File: src/rtl/change_dispenser_if.sv
// Change-request and coin-eject bundle between the vend controller and the dispenser.
interface change_dispenser_if #(
    parameter int unsigned CNT_W = 5,
    parameter int unsigned INV_W = 4
);
    logic             req;
    logic [CNT_W-1:0] amount;
    logic             refill;
    logic [INV_W-1:0] refill_10;
    logic [INV_W-1:0] refill_5;
    logic [INV_W-1:0] refill_1;
    logic             out10;
    logic             out5;
    logic             out1;
    logic             busy;
    logic             done;
    logic             short_err;
    logic [CNT_W-1:0] remaining;
    logic [2:0]       coin_empty;

    modport master (
        output req, amount, refill, refill_10, refill_5, refill_1,
        input  out10, out5, out1, busy, done, short_err, remaining, coin_empty
    );

    modport slave (
        input  req, amount, refill, refill_10, refill_5, refill_1,
        output out10, out5, out1, busy, done, short_err, remaining, coin_empty
    );
endinterface

File: src/rtl/change_dispenser.sv
// Pays a change amount as greedy 10/5/1 coin pulses with per-coin inventory tracking.
module change_dispenser #(
    parameter int unsigned CNT_W      = 5,
    parameter int unsigned INV_W      = 4,
    parameter int unsigned INIT_INV   = 8,
    parameter int unsigned GAP_CYCLES = 4
) (
    input  logic               clk,
    input  logic               rst,
    change_dispenser_if.slave  bus
);
    localparam int unsigned GAP_W    = (GAP_CYCLES > 1) ? $clog2(GAP_CYCLES) : 1;
    localparam int unsigned GAP_LAST = (GAP_CYCLES > 0) ? GAP_CYCLES - 1 : 0;

    localparam logic [2:0] S_IDLE   = 3'd0;
    localparam logic [2:0] S_SELECT = 3'd1;
    localparam logic [2:0] S_EJECT  = 3'd2;
    localparam logic [2:0] S_GAP    = 3'd3;
    localparam logic [2:0] S_DONE   = 3'd4;
    localparam logic [2:0] S_ERROR  = 3'd5;

    localparam logic [1:0] COIN_10 = 2'd0;
    localparam logic [1:0] COIN_5  = 2'd1;
    localparam logic [1:0] COIN_1  = 2'd2;

    logic [2:0]       state, state_n;
    logic [1:0]       coin, coin_n;
    logic [GAP_W-1:0] gap_cnt, gap_n;
    logic [CNT_W-1:0] remaining_q, remaining_n;
    logic [INV_W-1:0] inv10, inv10_n;
    logic [INV_W-1:0] inv5, inv5_n;
    logic [INV_W-1:0] inv1, inv1_n;
    logic             out10_q, out10_n;
    logic             out5_q, out5_n;
    logic             out1_q, out1_n;
    logic             busy_q, busy_n;
    logic             done_q, done_n;
    logic             short_q, short_n;

    // State, datapath and registered outputs; reset aborts any payout in progress.
    always_ff @(posedge clk) begin
        if (!rst) begin
            state       <= S_IDLE;
            coin        <= COIN_1;
            gap_cnt     <= '0;
            remaining_q <= '0;
            inv10       <= INV_W'(INIT_INV);
            inv5        <= INV_W'(INIT_INV);
            inv1        <= INV_W'(INIT_INV);
            out10_q     <= 1'b0;
            out5_q      <= 1'b0;
            out1_q      <= 1'b0;
            busy_q      <= 1'b0;
            done_q      <= 1'b0;
            short_q     <= 1'b0;
        end else begin
            state       <= state_n;
            coin        <= coin_n;
            gap_cnt     <= gap_n;
            remaining_q <= remaining_n;
            inv10       <= inv10_n;
            inv5        <= inv5_n;
            inv1        <= inv1_n;
            out10_q     <= out10_n;
            out5_q      <= out5_n;
            out1_q      <= out1_n;
            busy_q      <= busy_n;
            done_q      <= done_n;
            short_q     <= short_n;
        end
    end

    // Next-state, coin choice and next values of every registered output.
    always_comb begin
        state_n     = state;
        coin_n      = coin;
        gap_n       = gap_cnt;
        remaining_n = remaining_q;
        inv10_n     = inv10;
        inv5_n      = inv5;
        inv1_n      = inv1;
        out10_n     = 1'b0;
        out5_n      = 1'b0;
        out1_n      = 1'b0;
        busy_n      = busy_q;
        done_n      = 1'b0;
        short_n     = 1'b0;
        case (state)
            S_IDLE: begin
                if (bus.refill) begin
                    inv10_n = bus.refill_10;
                    inv5_n  = bus.refill_5;
                    inv1_n  = bus.refill_1;
                end
                if (bus.req) begin
                    remaining_n = bus.amount;
                    busy_n      = 1'b1;
                    state_n     = S_SELECT;
                end
            end
            S_SELECT: begin
                // Coins are only chosen when both credit and stock allow, so nothing underflows.
                if (remaining_q == '0) begin
                    state_n = S_DONE;
                    done_n  = 1'b1;
                end else if (remaining_q >= CNT_W'(10) && inv10 != '0) begin
                    state_n = S_EJECT;
                    coin_n  = COIN_10;
                    out10_n = 1'b1;
                end else if (remaining_q >= CNT_W'(5) && inv5 != '0) begin
                    state_n = S_EJECT;
                    coin_n  = COIN_5;
                    out5_n  = 1'b1;
                end else if (inv1 != '0) begin
                    state_n = S_EJECT;
                    coin_n  = COIN_1;
                    out1_n  = 1'b1;
                end else begin
                    state_n = S_ERROR;
                    short_n = 1'b1;
                end
            end
            S_EJECT: begin
                case (coin)
                    COIN_10: begin
                        remaining_n = remaining_q - CNT_W'(10);
                        inv10_n     = inv10 - INV_W'(1);
                    end
                    COIN_5: begin
                        remaining_n = remaining_q - CNT_W'(5);
                        inv5_n      = inv5 - INV_W'(1);
                    end
                    default: begin
                        remaining_n = remaining_q - CNT_W'(1);
                        inv1_n      = inv1 - INV_W'(1);
                    end
                endcase
                gap_n   = '0;
                state_n = (GAP_CYCLES > 0) ? S_GAP : S_SELECT;
            end
            S_GAP: begin
                if (gap_cnt == GAP_W'(GAP_LAST)) begin
                    state_n = S_SELECT;
                end else begin
                    gap_n = gap_cnt + GAP_W'(1);
                end
            end
            S_DONE, S_ERROR: begin
                state_n = S_IDLE;
                busy_n  = 1'b0;
            end
            default: begin
                state_n = S_IDLE;
                busy_n  = 1'b0;
            end
        endcase
    end

    // Drive the bus from the output registers; empty flags come straight from the counters.
    assign bus.out10      = out10_q;
    assign bus.out5       = out5_q;
    assign bus.out1       = out1_q;
    assign bus.busy       = busy_q;
    assign bus.done       = done_q;
    assign bus.short_err  = short_q;
    assign bus.remaining  = remaining_q;
    assign bus.coin_empty = {inv10 == '0, inv5 == '0, inv1 == '0};
endmodule

File: src/flat_wrapper.sv
// flat-port wrapper written by rule: the top's interface ports become plain ports
module change_dispenser_flat 
#(
    parameter int unsigned CNT_W      = 5,
    parameter int unsigned INV_W      = 4,
    parameter int unsigned INIT_INV   = 8,
    parameter int unsigned GAP_CYCLES = 4
)
  (clk, rst, bus_req, bus_amount, bus_refill, bus_refill_10, bus_refill_5, bus_refill_1, bus_out10, bus_out5, bus_out1, bus_busy, bus_done, bus_short_err, bus_remaining, bus_coin_empty);
  change_dispenser_if #(.CNT_W(CNT_W), .INV_W(INV_W)) bus_i ();
  input  logic clk;
  input  logic rst;
  input wire logic [$bits(bus_i.req)-1:0] bus_req;
  input wire logic [$bits(bus_i.amount)-1:0] bus_amount;
  input wire logic [$bits(bus_i.refill)-1:0] bus_refill;
  input wire logic [$bits(bus_i.refill_10)-1:0] bus_refill_10;
  input wire logic [$bits(bus_i.refill_5)-1:0] bus_refill_5;
  input wire logic [$bits(bus_i.refill_1)-1:0] bus_refill_1;
  output wire logic [$bits(bus_i.out10)-1:0] bus_out10;
  output wire logic [$bits(bus_i.out5)-1:0] bus_out5;
  output wire logic [$bits(bus_i.out1)-1:0] bus_out1;
  output wire logic [$bits(bus_i.busy)-1:0] bus_busy;
  output wire logic [$bits(bus_i.done)-1:0] bus_done;
  output wire logic [$bits(bus_i.short_err)-1:0] bus_short_err;
  output wire logic [$bits(bus_i.remaining)-1:0] bus_remaining;
  output wire logic [$bits(bus_i.coin_empty)-1:0] bus_coin_empty;
  assign bus_i.req = bus_req;
  assign bus_i.amount = bus_amount;
  assign bus_i.refill = bus_refill;
  assign bus_i.refill_10 = bus_refill_10;
  assign bus_i.refill_5 = bus_refill_5;
  assign bus_i.refill_1 = bus_refill_1;
  assign bus_out10 = bus_i.out10;
  assign bus_out5 = bus_i.out5;
  assign bus_out1 = bus_i.out1;
  assign bus_busy = bus_i.busy;
  assign bus_done = bus_i.done;
  assign bus_short_err = bus_i.short_err;
  assign bus_remaining = bus_i.remaining;
  assign bus_coin_empty = bus_i.coin_empty;
  change_dispenser #(.CNT_W(CNT_W), .INV_W(INV_W), .INIT_INV(INIT_INV), .GAP_CYCLES(GAP_CYCLES)) u_core (.clk(clk), .rst(rst), .bus(bus_i));
endmodule
File: config.mk
export PLATFORM = sky130hd
export DESIGN_NAME = change_dispenser_flat
export DESIGN_NICKNAME = d
export VERILOG_FILES = /design/src/rtl/change_dispenser_if.sv /design/src/rtl/change_dispenser.sv /design/src/flat_wrapper.sv
export SDC_FILE = /design/constraint.sdc
export NUM_CORES = 1
export LEC_CHECK = 0
export ABC_AREA = 1
export CORE_MARGIN = 4
export CORE_UTILIZATION = 45
export CTS_CLUSTER_DIAMETER = 50
export DETAILED_ROUTE_END_ITERATION = 8
export PLACE_DENSITY = 0.79
export SETUP_SLACK_MARGIN = 0.05
export SLEW_MARGIN = 20
export SYNTH_ARGS = -nofsm -noshare
export SYNTH_HDL_FRONTEND = slang
export SYNTH_SLANG_ARGS = --single-unit
File: constraint.sdc
create_clock -name clk -period 1.7 [get_ports clk]
set_input_delay 0.34 -clock clk [delete_from_list [all_inputs] [get_ports clk]]
set_output_delay 0.34 -clock clk [all_outputs]
set_load 0.02 [all_outputs]
Word-level counts from Yosys, hierarchy flattened

Index checks and enable logic that the tools add are counted.

Add/subtract/negate cells: 7
Magnitude comparators: 2
Muxes and demuxes: 31
Reduce and logical (&&, ||, !) cells: 28
Bitwise gates (word level): 4
Equality and inequality tests: 12

Operators by type and width:

| cell                                                                                | number |
|---|---|
| 4-bit 2-to-1 mux                                                                    | 6 |
| 4-bit case mux with 2 select lines                                                  | 3 |
| 5-bit case mux with 2 select lines                                                  | 2 |
| 3-bit 2-to-1 mux                                                                    | 6 |
| 4-bit logical NOT                                                                   | 3 |
| 3-bit case mux with 4 select lines                                                  | 1 |
| 3-bit AND reduction                                                                 | 4 |
| 4-bit nonzero test                                                                  | 3 |
| 4-bit by 1-bit subtractor with 4-bit output, second input constant                  | 3 |
| 2-bit AND reduction                                                                 | 5 |
| 2-bit 2-to-1 mux                                                                    | 4 |
| 2-bit inequality test, second input constant                                        | 4 |
| 3-bit by 2-bit == test with 1-bit output, second input constant                     | 2 |
| 1-bit 2-to-1 mux                                                                    | 6 |
| 2-bit by 1-bit inequality test with 1-bit output, second input constant             | 3 |
| 3-bit OR reduction                                                                  | 2 |
| 5-bit by 3-bit greater-or-equal comparator with 1-bit output, second input constant | 1 |
| 5-bit by 4-bit greater-or-equal comparator with 1-bit output, second input constant | 1 |
| 5-bit logical NOT                                                                   | 1 |
| 5-bit 2-to-1 mux                                                                    | 1 |
| 5-bit OR reduction                                                                  | 1 |
| 5-bit by 1-bit subtractor with 5-bit output, second input constant                  | 1 |
| 5-bit by 3-bit subtractor with 5-bit output, second input constant                  | 1 |
| 5-bit by 4-bit subtractor with 5-bit output, second input constant                  | 1 |
| other kinds (14)                                                                    | 19 |

Bits of input ports: 21
Logic and storage cells: 97
Output and inout port bits: 14
Register bits after elaboration: 30

Logic depth before layout (Yosys ltp)

Gate-level depths: netlist of the first run.

Depth in word-level cells: 6
Depth in mapped cells: 11
Depth with buffers taken out: 11

Worst setup path after synthesis of the first run

No wires, ideal clock.

Path kind: flip-flop to flip-flop
Start: register u_core.remaining_q[1], in the netlist u_core.bus.remaining[1]
End: register u_core.coin[1]
Library setup time: 0.131 ns
Clock period less this slack: 1.685 ns
Required time: 1.569 ns
Path buffers: 0
Cell stages (with the launch flop): 11
Path slack: 0.015 ns
Arrival time: 1.553 ns
Path through: dfxtp_1 -> inv_1 -> ha_1 -> nand2_1 -> nand2_1 -> o21ai_2 -> nand3_2 -> nand2_1 -> inv_1 -> nand3b_1 -> nand3_1

Cells in the longest elaborated chain, start to end: 4
Elaborated cells on any way between the ends: 10
Classes of those cells: order compare: 2; mux: 2; bitwise: 1; reduce/logical: 5

RTL lines:

| what                                                                                                                                                | line                                             | RTL |
|---|---|---|
| start: declaration                                                                                                                                  | change_dispenser.sv:29                           | `logic [CNT_W-1:0] remaining_q, remaining_n;` |
| start signal: assignment                                                                                                                            | change_dispenser.sv:60                           | `remaining_q <= remaining_n;` |
| 5-bit by 3-bit greater-or-equal comparator with 1-bit output / 5-bit by 4-bit greater-or-equal comparator with 1-bit output (equally long branches) | change_dispenser.sv:110, change_dispenser.sv:106 |  |
| 1-bit logical AND, on equally long branches                                                                                                         | change_dispenser.sv:110, change_dispenser.sv:106 |  |
| 3-bit nonzero test (no line) / 2-bit 2-to-1 mux (equally long branches)                                                                             | -                                                |  |
| 3-bit AND reduction (no line) / 2-bit 2-to-1 mux (equally long branches)                                                                            | -                                                |  |
| end signal: assignment                                                                                                                              | change_dispenser.sv:58                           | `coin <= coin_n;` |
| end: declaration                                                                                                                                    | change_dispenser.sv:27                           | `logic [1:0] coin, coin_n;` |

Several ways; a longest one is shown, not always the timed one.
A chain may end at the register's enable or synchronous reset.

Worst setup path after layout of the first run

Start: register u_core.inv10[0]
End: output bus_coin_empty[2]

Cells in the longest elaborated chain, start to end: 1

RTL lines:

| what                     | line                    | RTL |
|---|---|---|
| start: declaration       | change_dispenser.sv:30  | `logic [INV_W-1:0] inv10, inv10_n;` |
| start signal: assignment | change_dispenser.sv:47  | `inv10 <= INV_W'(INIT_INV);` |
| start signal: assignment | change_dispenser.sv:61  | `inv10 <= inv10_n;` |
| 4-bit logical NOT        | change_dispenser.sv:167 | `assign bus.coin_empty = {inv10 == '0, inv5 == '0, inv1 == '0};` |
| end: declaration         | flat_wrapper.sv:26      | `output wire logic [$bits(bus_i.coin_empty)-1:0] bus_coin_empty;` |

No other way between the ends.

==> results.toml, run 1 <==
[layout]
fillerInstances = 374
layout_common_cells = "nand2_1, inv_1, nor2_1, clkdlybuf4s50_1, dfxtp_1"
drive_above_1_share = 0.160
fin_nets = 358
antennaDiodeCount = 0
mostFrequentLayoutCell = "nand2_1"
syn_to_final_growth_pct = 30.3

[synthesis]
postSynthCellCount = 278
ys_types = 32
ys_seq_area_frac = 0.321
synth_area_per_cell_um2 = 6.73
synth_top_area_cell = "dfxtp_1"
synth_area_leaders = "dfxtp_1, nand2_1, inv_1"
synth.cell_area_um2 = 1870
syn-num-nets = 311
yosysWarnings = 0
synth_seq_cells = 30
synth_top_cell_area_share = 0.321

[global_route]
grt_usage = 0.178
grt.overflow.total = 0
grt_pass1_vias = 1726
grt_pass1_wl_mm = 7.36
grt_max_degree = 20
antenna_found_initial = 0

[drt]
ant_nets = 0
drt-wirelength-per-cell_um = 11.9
vias_per_cell = 5.08
wirelength_mm = 4.47
drc = 0
dr.pass1.iters = 5
vias = 1910
drt_iter0_drc = 147

[timing]
worst_pin_slew_ns = 0.361
rsz0062_at_grt = "true"
post-route-period-util = 0.932
setup_tns_ns = 0
relSlewSlack = 0.758
slew_violations = 0
finalSetupViolations = 0
fmax_mhz = 631
period_minus_slack_ns = 1.58
clock_skew_ns = 0.00562
hold_violations = 0

[power]
vdd_drop_max_uv = 778
p_total_mw = 4.41
p_comb_frac = 0.592
pwr-share-clk = 0.136
switching_power_mw = 2.11
power_density_nw_per_um2 = 1810
p_int_mw = 2.30
p_leak_nw = 1.18
seqPwrFrac = 0.272
swShare = 0.479

[critical_path]
crit_arrival_ns = 1.24
slowest_stage = "dfxtp_1"
cp_common_cell = "inv_1"
reg2reg_depth = 10
crit_path_max_incr_delay_ns = 0.34
crit_type = "reg2out"
cp-startpoint = "u_core.inv10[0]"
required_ns = 1.36
crit_path_end_kind = "output port"
path_cells = "inv_1 > ha_1 > inv_1 > nor2_2 > nand2_1 > inv_1 > buf_4"
startpoint_type = "flip-flop"
r2r_start = "u_core.bus.remaining[2]"
critPathMaxFanout = 2

[floorplan]
placementRows = 23
die_h_um = 72.5
io_pins = 35
start_util = 0.468
core_area_um2 = 4000
die_area_um2 = 5260
die_w_um = 72.5

[clocking]
cts-root-buf = "clkbuf_8"
clkSinkCount = 30
hold_buffers = 0
htree_levels = 2
clkLatencyLatePin_ns = 0.28
cts_tree = "built"
cts_buffers = 5
cts_buffer_depth = 2
clkTransAtPathRegs_ns = 0.06

[placed_design]
dp_hpwl_mm = 3.34
gp_congestion = 0.900
io_buffers = 34

[run]
cap_violations = 0

[worst_hold_path]
hold_class = "reg2reg"
min_from = "u_core.gap_cnt[0]"
holdPathStages = 1

[outcome]
status = "finished clean"
==> metal layers <==
layer / share of wire / vias to the layer above / GRT usage
met3: 0.058 / 16 / 0.0443
li1: - / 984 / -
met1: 0.43 / 856 / 0.206
met4: 0.036 / 0 / 0.0922
met5: 0 / - / 0
met2: 0.48 / 54 / 0.302
==> path summary, 6_finish.rpt <==
kind	end	slack [ns]
max	bus_coin_empty[2]	0.12
min	u_core.gap_cnt[0]	0.46
max reg2reg	u_core.coin[1]	0.17
min reg2reg	u_core.gap_cnt[0]	0.46
==> area by class of cell <==
class,instances,area (um^2),share of cell area
multi-input cells,195,1080,0.445
flip-flops and latches,30,606,0.248
repair buffers,47,419,0.172
inverters,46,175,0.0718
clock buffers,7,86.3,0.0354
well taps,50,62.6,0.0257
clock inverters,1,5.00,0.00205
==> power by group through the flow <==
stage	registers (mW)	logic [mW]	clock network, mW
after CTS	1.18	2.47	0.613
after global routing	1.23	2.94	0.649
after global placement	1.18	2.43	0
after floorplan	1.22	1.76	0
after detailed placement	1.19	2.50	0
final	1.20	2.61	0.600
==> repair_timing <==
item | in CTS | in global routing
setup endpoints to repair | 8 | 12
pin swaps | 0 | 2
cloned | 0 | 0
setup buffers | 0 | 2
gates resized for setup | 16 | 18
==> logic make-up (layout without fill, tap and decap cells) <==
logic type / Yosys count / after routing / share of synthesized area
XOR/XNOR: 2 / 2 / 0.00936
buffers and inverters: 53 / 101 / 0.118
flip-flops: 30 / 30 / 0.321
AO/OA/AOI/OAI: 52 / 52 / 0.164
AND/OR/NAND/NOR: 129 / 129 / 0.308
adder cells (fa/ha/maj): 12 / 12 / 0.0802
==> registers in the layout, summed over array words and instances (netlist names) <==
name / flops
u_core.bus.done: 1
u_core.bus.out10: 1
u_core.inv10: 4
u_core.state: 3
u_core.gap_cnt: 2
u_core.bus.busy: 1
u_core.bus.short_err: 1
u_core.bus.out1: 1
u_core.bus.out5: 1
u_core.bus.remaining: 5
u_core.inv5: 4
u_core.coin: 2
u_core.inv1: 4
==> worst max-delay path: cells and delay by family (launching register included) <==
kind | cells | cell delay (ns)
adders and majority gates | 1 | 0.20
DFF | 1 | 0.34
buffers and inverters | 4 | 0.31
and+or+nand+nor | 2 | 0.11
==> per-stage QoR <==
step / setup slack [ns] / hold WS (ns) / util / area [um^2] / cells
floorplan: 0.146 / 0.433 / - / 1870 / 278
global placement: -0.0129 / 0.452 / 0.578 / 2310 / 366
detailed placement: -0.0446 / 0.465 / 0.578 / 2310 / 366
CTS: 0.0517 / 0.462 / 0.599 / 2400 / 374
global route: 0.0473 / 0.495 / 0.610 / 2440 / 376
finish: 0.115 / 0.461 / 0.610 / 2440 / 376
==> synth_stat cells <==
cell type / instances
nand2_1: 64
buf_1: 1
nand2_4: 2
buf_2: 2
a211oi_2: 1
o21ai_0: 16
buf_4: 1
o31ai_1: 1
nor2_2: 2
o21ai_2: 2
nand3_1: 15
ha_1: 12
inv_1: 44
nand2_2: 2
o211ai_1: 1
buf_6: 2
a211oi_1: 1
xor2_1: 2
a21oi_1: 16
dfxtp_1: 30
clkbuf_1: 1
o221ai_2: 1
nand3_2: 4
nand4_1: 2
inv_2: 2
nor2_1: 30
o221ai_1: 2
nand3b_1: 1
nor2_4: 1
o21ai_1: 6
nor3_1: 6
a31oi_1: 5
No activity file was read; power rests on OpenSTA's default activity.
==> run 2, diff against run 1 <==
- CELL_PAD_IN_SITES_DETAIL_PLACEMENT: default -> 1
- CELL_PAD_IN_SITES_GLOBAL_PLACEMENT: default -> 1
- CORE_UTILIZATION: 45 -> 36
- PLACE_DENSITY: 0.79 -> 0.87
==> results.toml, run 2 (synthesis results as in run 1) <==
[critical_path]
path_buf_inv = 2
crit_path_end_kind = "flip-flop"
path_cells = "clkinvlp_4 > ha_2 > inv_1 > nand2_1 > nand3_1 > nand2_2 > nand3_2 > nand3_2 > o21ai_1 > nor2_1"
startpoint_type = "flip-flop"
crit_arrival_ns = 1.94
crit_path_max_incr_delay_ns = 0.35
reg2reg_depth = 10
required_ns = 1.88
cp_common_cell = "nand3_2"
slowest_stage = "dfxtp_2"
cp_top_family = "simple AND/OR/NAND/NOR gates"
critPathMaxFanout = 6
cp.depth = 10
crit_type = "reg2reg"

[layout]
stdcell_area_um2 = 2610
multi_input_area_um2 = 1170
mostFrequentLayoutCell = "nand2_1"
syn_to_final_growth_pct = 39.4
largest_reg_flops = 5
drive_above_1_share = 0.212
antennaDiodeCount = 0
fin_nets = 362
layout_common_cells = "nand2_1, inv_1, nor2_1, clkdlybuf4s50_1, dfxtp_1"
postLayoutCoreUtil = 0.535
regArea_um2 = 608
fillerInstances = 642
final_cells = 397

[power]
switching_power_mw = 2.44
pwr-share-clk = 0.143
seqPwrFrac = 0.244
p_int_mw = 2.57
swShare = 0.487
p_leak_nw = 1.23
p_comb_frac = 0.612
power_density_nw_per_um2 = 1920
vdd_drop_max_uv = 669

[global_route]
grt_pass1_wl_mm = 9.56
grt_pass1_vias = 2103
grt.overflow.total = 0
grt_usage = 0.192
grt_max_degree = 21
antenna_found_initial = 0

[timing]
worst_pin_slew_ns = 0.399
post-route-period-util = 1.04
relSlewSlack = 0.733
finalSetupViolations = 1
hold_violations = 0
fmax_mhz = 568
period_minus_slack_ns = 1.76
rsz0062_at_grt = "true"
layout_setup_ws_ns = -0.0620
clock_skew_ns = 0.0100
slew_violations = 0

[placed_design]
io_buffers = 34
gp_congestion = 0.825
dp_hpwl_mm = 4.15
numPlacedInstances = 386
placed_area_um2 = 2360

[clocking]
clkTransAtPathRegs_ns = 0.07
cts_buffers = 5
clkLatencyLatePin_ns = 0.29
cts_buffer_depth = 2
hold_buffers = 0
cts-root-buf = "clkbuf_8"
htree_levels = 2
clkSinkCount = 30
cts_tree = "built"

[drt]
vias = 2017
vias_per_cell = 5.08
dr.pass1.iters = 4
drt-wirelength-per-cell_um = 15.7
ant_nets = 0
drc = 0
wirelength_mm = 6.23
drt_iter0_drc = 109

[outcome]
status = "complete, but fails checks"
failed_checks = "setup timing"

[run]
cap_violations = 0

[worst_hold_path]
holdPathStages = 1
hold_class = "reg2reg"

[floorplan]
die_w_um = 80.1
die_area_um2 = 6420
start_util = 0.384
io_pins = 35
placementRows = 25
die_h_um = 80.1
core_area_um2 = 4880
[run 2: worst register-to-register path, cell delays in order, from the launching register on]
cell and delay, ns:
dfxtp_2 0.35, clkinvlp_4 0.20, ha_2 0.26, inv_1 0.05
nand2_1 0.06, nand3_1 0.11, nand2_2 0.11, nand3_2 0.12
nand3_2 0.12, o21ai_1 0.21, nor2_1 0.08
[run 2: area by class of cell]
cell class	instances	area share
multi-input combinational	195	0.447
sequential	30	0.233
timing repair buffer	51	0.178
inverter	46	0.0686
tap	67	0.0321
clock buffer	7	0.0293
clock inverter	1	0.0115
[run 2: worst paths after layout]
kind | startpoint | endpoint | slack, ns
setup / recovery | u_core.bus.remaining[1] | u_core.coin[0] | -0.06
hold / removal | u_core.gap_cnt[0] | u_core.gap_cnt[0] | 0.47
hold reg to reg | u_core.gap_cnt[0] | u_core.gap_cnt[0] | 0.47
setup reg to reg | u_core.bus.remaining[1] | u_core.coin[0] | -0.06
[run 2: power groups by stage]
stage | clock network, mW | logic, mW | registers [mW]
6_report | 0.719 | 3.07 | 1.22
5_1_grt | 0.777 | 3.39 | 1.27
4_1_cts | 0.732 | 2.71 | 1.19
3_5_place_dp | 0 | 2.66 | 1.19
3_3_place_gp | 0 | 2.55 | 1.18
2_1_floorplan | 0 | 1.76 | 1.22
[run 2: timing repair]
action,4_1_cts,5_1_grt
gates cloned,0,0
resized for setup,19,41
endpoints found under the setup margin,9,17
pin swaps,1,10
buffers inserted,0,3
[run 2: stage by stage]
stage,hold slack (ns),TNS (ns),power (mW),setup slack (ns)
6_report,0.466,-0.0620,5.01,-0.0620
5_1_grt,0.503,-0.370,5.44,-0.130
4_1_cts,0.471,0,4.63,0.0615
3_5_place_dp,0.462,-0.0805,3.85,-0.0693
3_3_place_gp,0.454,-0.0190,3.73,-0.0190
2_1_floorplan,0.433,0,2.98,0.146
[run 2: routing by layer]
metal,vias to the layer above,track usage,routed length (um)
met5,-,0,0
met4,0,0.0574,76
met3,7,0.0460,279
met2,47,0.346,3280
met1,968,0.224,2590
li1,995,-,-
==> run 3, diff against run 2 <==
- GPL_TIMING_DRIVEN: default -> 0
==> results.toml, run 3 (synthesis results as in run 1) <==
[outcome]
status = "finished clean"

[global_route]
grt.overflow.total = 0
grt_pass1_vias = 1875
antenna_found_initial = 0
grt_usage = 0.175
grt_max_degree = 11
grt_pass1_wl_mm = 8.79

[drt]
vias = 1931
wirelength_mm = 5.54
drt-wirelength-per-cell_um = 14.2
ant_nets = 0
dr.pass1.iters = 4
drc = 0
vias_per_cell = 4.96
drt_iter0_drc = 60

[placed_design]
io_buffers = 34
dp_hpwl_mm = 4.21
numPlacedInstances = 379
gp_congestion = 0.845
placed_area_um2 = 2300

[clocking]
clkSinkCount = 30
cts_tree = "built"
cts-root-buf = "clkbuf_8"
htree_levels = 2
cts_buffers = 5
clkTransAtPathRegs_ns = 0.07
cts_buffer_depth = 2
clkLatencyLatePin_ns = 0.28

[floorplan]
die_h_um = 80.1
die_w_um = 80.1
core_area_um2 = 4880
start_util = 0.384
io_pins = 35
die_area_um2 = 6420
placementRows = 25

[critical_path]
critPathMaxFanout = 3
crit_type = "reg2out"
startpoint_type = "flip-flop"
required_ns = 1.36
crit_arrival_ns = 1.27
crit_path_end_kind = "output port"

[timing]
period_minus_slack_ns = 1.61
relSlewSlack = 0.633
post-route-period-util = 0.946
fmax_mhz = 622
clock_skew_ns = 0.00324
hold_violations = 0
slew_violations = 0
rsz0062_at_grt = "true"
worst_pin_slew_ns = 0.551
finalSetupViolations = 0

[layout]
syn_to_final_growth_pct = 32.3
mostFrequentLayoutCell = "nand2_1"
layout_common_cells = "nand2_1, inv_1, nor2_1, clkdlybuf4s50_1, dfxtp_1"
fillerInstances = 658
stdcell_area_um2 = 2480
final_cells = 389
drive_above_1_share = 0.165
antennaDiodeCount = 0
postLayoutCoreUtil = 0.507
largest_reg_flops = 5
fin_nets = 354

[run]
cap_violations = 0

[power]
vdd_drop_max_uv = 941
p_leak_nw = 1.16
power_density_nw_per_um2 = 1870

[worst_hold_path]
hold_class = "reg2reg"
run 3: changes by cell type in the layout (fill, tap and decap cells not counted), sizes merged:
cell,previous run,this run
clkinvlp,1,0
buf,20,10
dlygate4sd2,4,2
clkbuf,7,9
inv,45,46
clkdlybuf4s50,26,28
run 3: worst paths after layout:
path                                   startpoint           endpoint  slack [ns]  cells after the start
worst min register to register  u_core.gap_cnt[1]  u_core.gap_cnt[1]        0.46                      2
worst min-delay path            u_core.gap_cnt[1]  u_core.gap_cnt[1]        0.46                      2
worst max register to register    u_core.inv10[0]     u_core.coin[1]        0.11                     12
worst max-delay path              u_core.inv10[0]  bus_coin_empty[2]        0.09                      7
run 3: cell type report:
cell class | instances | area [um^2] | area share
timing repair buffer | 36 | 349 | 0.141
inverter | 46 | 175 | 0.0707
clock inverter | 1 | 30.0 | 0.0121
sequential | 30 | 612 | 0.247
clock buffer | 7 | 76.3 | 0.0308
multi-input combinational | 195 | 1100 | 0.445
buffer | 7 | 48.8 | 0.0197
tap | 67 | 83.8 | 0.0339
run 3: critical path: stages, from the launching register on:
cell	delay [ns]
dfxtp_2	0.33
inv_2	0.05
ha_2	0.17
inv_1	0.05
nor2_2	0.14
nand2_2	0.08
inv_2	0.06
buf_6	0.11
run 3: routing by layer:
metal | GRT usage | up-vias | share of wire | wire length [um]
li1 | - | 977 | - | -
met1 | 0.220 | 915 | 0.46 | 2570
met2 | 0.305 | 32 | 0.49 | 2720
met3 | 0.0348 | 7 | 0.032 | 177
met4 | 0.0456 | 0 | 0.013 | 70
met5 | 0 | - | 0 | 0
run 3: per-stage QoR:
stage	power, mW	worst slack [ns]	hold slack [ns]	setup TNS (ns)
finish	4.63	0.0922	0.464	0
global route	5.04	0.00980	0.506	0
CTS	4.52	0.0499	0.470	0
detailed placement	3.76	-0.188	0.459	-1.39
global placement	3.63	-0.177	0.455	-0.972
floorplan	2.98	0.146	0.433	0
run 3: what timing repair did:
item	in CTS	in global routing
pin swaps	3	4
resized for setup	20	23
buffers inserted	1	1
hold buffers	0	0
setup endpoints to repair	10	10
hold endpoints to repair	0	0
run 3: power breakdown:
group          switching, mW  leakage (nW)  total, mW  internal [mW]
sequential             0.234         0.249       1.20          0.965
combinational           1.71         0.863       2.71           1.00
clock                  0.279        0.0524      0.717          0.438
